## src/rtl/seg_capture.sv

```systemverilog
// Receive side of a multiplexed 4-digit 7-segment bus: decodes digits back into a 16-bit frame.
// Optional SEG_CAPTURE_CHANGE_ONLY_EN publishes a completed frame only when it differs from the last.
module seg_capture #(
    parameter int unsigned SETTLE      = 0,
    parameter int unsigned SYNC_STAGES = 2
) (
    input  logic        CLK,
    input  logic        RST_N,
    input  logic [7:0]  seg_in,
    input  logic [3:0]  dig_in,
    output logic [15:0] value,
    output logic [3:0]  dots,
    output logic        valid,
    output logic        err
);
    localparam int unsigned CntW = (SETTLE < 2) ? 1 : $clog2(SETTLE + 1);

    logic [7:0]  seg_sync [SYNC_STAGES];
    logic [3:0]  dig_sync [SYNC_STAGES];
    logic [3:0]  sd;
    logic [7:0]  ss;
    logic        onehot;
    logic        strobe;
    logic [1:0]  dig_idx;
    logic [4:0]  dec;
    logic [15:0] shadow_q;
    logic [3:0]  sdots_q;
    logic [3:0]  seen_q, seen_d;
    logic        bad_q, bad_d;
    logic        frame_done;
    logic        publish;

    always_ff @(posedge CLK) begin
        if (!RST_N) begin
            for (int i = 0; i < int'(SYNC_STAGES); i++) begin
                seg_sync[i] <= 8'hFF;
                dig_sync[i] <= 4'h0;
            end
        end else begin
            seg_sync[0] <= seg_in;
            dig_sync[0] <= dig_in;
            for (int i = 1; i < int'(SYNC_STAGES); i++) begin
                seg_sync[i] <= seg_sync[i-1];
                dig_sync[i] <= dig_sync[i-1];
            end
        end
    end

    assign sd     = dig_sync[SYNC_STAGES-1];
    assign ss     = seg_sync[SYNC_STAGES-1];
    assign onehot = (sd != 4'h0) && ((sd & (sd - 4'h1)) == 4'h0);

    generate
        if (SETTLE == 0) begin : g_no_settle
            assign strobe = onehot;
        end else begin : g_settle
            logic [11:0]     prev_q;
            logic [CntW-1:0] cnt_q;
            logic            inc;

            assign inc    = onehot && ({sd, ss} == prev_q);
            // Counter saturates at SETTLE so a held pair strobes only once.
            assign strobe = inc && (cnt_q == CntW'(SETTLE - 1));

            always_ff @(posedge CLK) begin
                if (!RST_N) begin
                    prev_q <= {4'h0, 8'hFF};
                    cnt_q  <= '0;
                end else begin
                    prev_q <= {sd, ss};
                    if (!inc) begin
                        cnt_q <= '0;
                    end else if (cnt_q != CntW'(SETTLE)) begin
                        cnt_q <= cnt_q + 1'b1;
                    end
                end
            end
        end
    endgenerate

    // {miss, nibble}; a miss decodes as nibble 0.
    function automatic logic [4:0] decode(input logic [6:0] pat);
        logic [4:0] r;
        case (pat)
            7'h40:   r = 5'h00;
            7'h79:   r = 5'h01;
            7'h24:   r = 5'h02;
            7'h30:   r = 5'h03;
            7'h19:   r = 5'h04;
            7'h12:   r = 5'h05;
            7'h02:   r = 5'h06;
            7'h78:   r = 5'h07;
            7'h00:   r = 5'h08;
            7'h10:   r = 5'h09;
            7'h08:   r = 5'h0A;
            7'h03:   r = 5'h0B;
            7'h46:   r = 5'h0C;
            7'h21:   r = 5'h0D;
            7'h06:   r = 5'h0E;
            7'h0E:   r = 5'h0F;
            default: r = 5'h10;
        endcase
        return r;
    endfunction

    assign dec = decode(ss[6:0]);

    always_comb begin
        dig_idx = 2'd0;
        for (int i = 0; i < 4; i++) begin
            if (sd[i]) dig_idx = 2'(i);
        end
    end

    assign frame_done = (seen_q == 4'hF);

    // A strobe in the publish cycle lands after the clear and starts the next frame.
    always_comb begin
        seen_d = frame_done ? 4'h0 : seen_q;
        bad_d  = frame_done ? 1'b0 : bad_q;
        if (strobe) begin
            seen_d[dig_idx] = 1'b1;
            bad_d           = bad_d | dec[4];
        end
    end

`ifdef SEG_CAPTURE_CHANGE_ONLY_EN
    logic pub_once_q;

    assign publish = frame_done &&
                     (!pub_once_q || ({shadow_q, sdots_q, bad_q} != {value, dots, err}));

    always_ff @(posedge CLK) begin
        if (!RST_N) begin
            pub_once_q <= 1'b0;
        end else if (publish) begin
            pub_once_q <= 1'b1;
        end
    end
`else
    assign publish = frame_done;
`endif

    always_ff @(posedge CLK) begin
        if (!RST_N) begin
            shadow_q <= 16'h0;
            sdots_q  <= 4'h0;
            seen_q   <= 4'h0;
            bad_q    <= 1'b0;
            value    <= 16'h0;
            dots     <= 4'h0;
            err      <= 1'b0;
            valid    <= 1'b0;
        end else begin
            if (strobe) begin
                shadow_q[{dig_idx, 2'b00} +: 4] <= dec[3:0];
                sdots_q[dig_idx]                <= ~ss[7];
            end
            seen_q <= seen_d;
            bad_q  <= bad_d;
            valid  <= publish;
            if (publish) begin
                value <= shadow_q;
                dots  <= sdots_q;
                err   <= bad_q;
            end
        end
    end

endmodule

```

## config.mk

```make
export PLATFORM = sky130hd
export DESIGN_NAME = seg_capture
export DESIGN_NICKNAME = d
export VERILOG_FILES = /design/src/rtl/seg_capture.sv
export SDC_FILE = /design/constraint.sdc
export NUM_CORES = 1
export LEC_CHECK = 0
export BUFFER_PORTS_ARGS = -buffer_cell sky130_fd_sc_hd__buf_2
export CAP_MARGIN = 5
export CORE_MARGIN = 3
export CORE_UTILIZATION = 50
export DETAILED_ROUTE_END_ITERATION = 6
export GPL_ROUTABILITY_DRIVEN = 0
export PLACE_DENSITY = 0.71
export SETUP_SLACK_MARGIN = 0.1
export SYNTH_ARGS = -nofsm -noshare
export SYNTH_HDL_FRONTEND = slang
export SYNTH_SLANG_ARGS = --single-unit
```

## constraint.sdc

```tcl
create_clock -name CLK -period 5.15 [get_ports CLK]
set_clock_uncertainty 0.05 [all_clocks]
set_input_delay 0.2575 -clock CLK [delete_from_list [all_inputs] [get_ports CLK]]
set_output_delay 0.2575 -clock CLK [all_outputs]
set_load 0.02 [all_outputs]
```

==> results.sh <==
export IMPL_port_buffers=35
export IMPL_drive_gt1_share_pct=17.5
export IMPL_routedWlPerCell_um=12.2
export IMPL_hold_buffers=0
export IMPL_dp_hpwl_um=3460
export IMPL_async_flop_share_pct=0
export IMPL_reg2regPathDepth=5
export IMPL_synth_area_um2=2800
export IMPL_whs_ns=0.0450
export IMPL_finalHoldViolations=0
export IMPL_final_cells=407
export IMPL_synth_edf_count=0
export IMPL_antenna_found_initial=0
export IMPL_syn_instance_count=305
export IMPL_fillerInstances=490
export IMPL_ir_drop_mv=0.208
export IMPL_tns_ns=0
export IMPL_slew_headroom_pct=29.6
export IMPL_cts_buffers=9
export IMPL_outcome="finished, final reports clean"
export IMPL_clkLatencyLatePin_ns=0.34
export IMPL_track_usage_pct=16.8
export IMPL_postCtsResizedCells=0
export IMPL_ios=36
export IMPL_area_delta_synth_final_pct=14.0
export IMPL_max_slew_worst_pin_slew_ns=1.05
export IMPL_pre_cts_ws_ns=2.56
export IMPL_ys_seq_area_share_pct=50.8
export IMPL_cp_end_kind="register"
export IMPL_vias=2146
export IMPL_synth_seq_cells=71
export IMPL_grt_pass1_wl_um=8480
export IMPL_power_density_nw_per_um2=345
export IMPL_path_clk_slew_ns=0.07
export IMPL_via_per_inst=5.27
export IMPL_clk_path_buf_depth=2
export IMPL_startpoint="RST_N"
export IMPL_layout_commonest_cell="dfxtp_1"
export IMPL_gr_total_overflow=0
export IMPL_detail_route_antenna_nets=0
export IMPL_numClockSinks=71
export IMPL_setup_viol_count_final=0
export IMPL_cts_tree="yes"
export IMPL_synthFlopType="dfxtp_1"
export IMPL_required_ns=5.37
export IMPL_first_iter_violations=131
export IMPL_period_minus_slack_ns=2.15
export IMPL_grt_max_degree=37
export IMPL_wirelength_um=4970
export IMPL_final_area_um2=3190
export IMPL_path_class="input port to register"
export IMPL_hold_class="input port to register"
export IMPL_synth_cell_types=47
export IMPL_rsz0062_at_grt="false"
export IMPL_mostFrequentLayoutCells="dfxtp_1, nand2_1, buf_2"
export IMPL_placed_cells=391
export IMPL_p_total_mw=1.10
export IMPL_cp_arrival_ns=2.37
export IMPL_die_h_um=80.8
export IMPL_yosys_warnings=0
export IMPL_r2r_slack_ns=3.02
export IMPL_syn_num_nets=326
export IMPL_std_cell_rows=26
export IMPL_die_width_um=80.8
export IMPL_htreeDepth=3
export IMPL_start_kind="input port"
export IMPL_dr_pass1_iters=4
export IMPL_r2r_end="sdots_q[1]"
export IMPL_leakage_nw=1.19
export IMPL_cts_root_buf="clkbuf_8"
export IMPL_avgSynthCellArea_um2=9.18
export IMPL_fin_crit_sh_pct=41.8
export IMPL_path_max_fanout=36
export IMPL_post_cts_setup_buffers=0
export IMPL_timing_fmax_mhz=465
export IMPL_n_antenna_cell=0
export IMPL_core_area_um2=5270
export IMPL_grt_pass1_vias=1845
export IMPL_dieArea_um2=6530
export IMPL_initial_utilization_pct=53.1
export IMPL_nets=353
export IMPL_setup_slack_ns=3.00
export IMPL_drc=0
export IMPL_rr_startpoint="dig_sync[0][6]"
export IMPL_critPathCapture="shadow_q[12]"
export IMPL_max_cap_violations=0
export IMPL_dpl_instance_area_um2=2980
export IMPL_drv_slew=0
export IMPL_fin_util_pct=60.6
==> logic make-up after synthesis <==
logic type | Yosys count | share of synthesized area [%]
AND/OR/NAND/NOR | 124 | 23.3
AO/OA/AOI/OAI | 75 | 17.8
flip-flops | 71 | 50.8
buffers and inverters | 24 | 3.76
adder cells (fa/ha/maj) | 7 | 3.13
XOR/XNOR | 4 | 1.25
==> worst max-delay path, stage by stage <==
cell and delay (ns):
buf_2 0.41, clkinv_1 0.87, nor2_1 0.42, nand4b_1 0.20, o2bb2ai_1 0.19
==> report_power, final <==
| group | total (mW) | switching, mW | internal (mW) |
|---|---|---|---|
| combinational | 0.0600 | 0.0353 | 0.0246 |
| sequential | 0.574 | 0.0116 | 0.562 |
| clock | 0.466 | 0.195 | 0.271 |
| total | 1.10 | 0.242 | 0.858 |
==> registers in the layout (all words and copies together), names as in the netlist <==
signal and flops:
value 16, seg_sync 16, sdots_q 4, dig_sync 8, dots 4, valid 1, shadow_q 16, err 1
bad_q 1, seen_q 4
==> Yosys cell counts, types with 4 or more instances <==
master / count / area [um^2]
a21oi_1: 34 / 170
dfxtp_1: 71 / 1420
and2_1: 10 / 62.6
nand2_1: 54 / 203
clkbuf_1: 13 / 48.8
buf_2: 6 / 30.0
o2bb2ai_1: 9 / 78.8
nor2_1: 9 / 33.8
nand2b_1: 23 / 144
nand4_1: 4 / 25.0
ha_1: 7 / 87.6
nor3_1: 5 / 25.0
==> worst min path at each step <==
stage / startpoint / to / slack [ns] / cells past startpoint
after detailed placement: seg_sync[0][7] / seg_sync[0][15] / 0.34 / 1
after CTS: seg_in[7] / seg_sync[0][7] / 0.03 / 2
after global placement: seg_sync[0][1] / seg_sync[0][9] / 0.34 / 1
after floorplan: RST_N / seg_sync[0][0] / 0.28 / 1
final: seg_in[7] / seg_sync[0][7] / 0.05 / 2
after global routing: seg_in[5] / seg_sync[0][5] / 0.03 / 2
==> final cells by class <==
| class | count | area, um^2 | area share (%) |
|---|---|---|---|
| clock buffer | 10 | 128 | 4.00 |
| sequential | 71 | 1420 | 44.5 |
| multi-input combinational | 210 | 1270 | 39.9 |
| tap | 70 | 87.6 | 2.74 |
| timing repair buffer | 36 | 183 | 5.72 |
| clock inverter | 6 | 85.1 | 2.67 |
| inverter | 4 | 15.0 | 0.470 |
==> metal layers <==
layer  vias up  GRT usage (%)  share of wire [%]
met5         -              0                  0
li1       1106              -                  -
met2        52           25.4                 46
met1       974           21.4                 47
met3        14           4.21                5.2
met4         0           10.3                2.3
(Power assumes the default switching activity.)
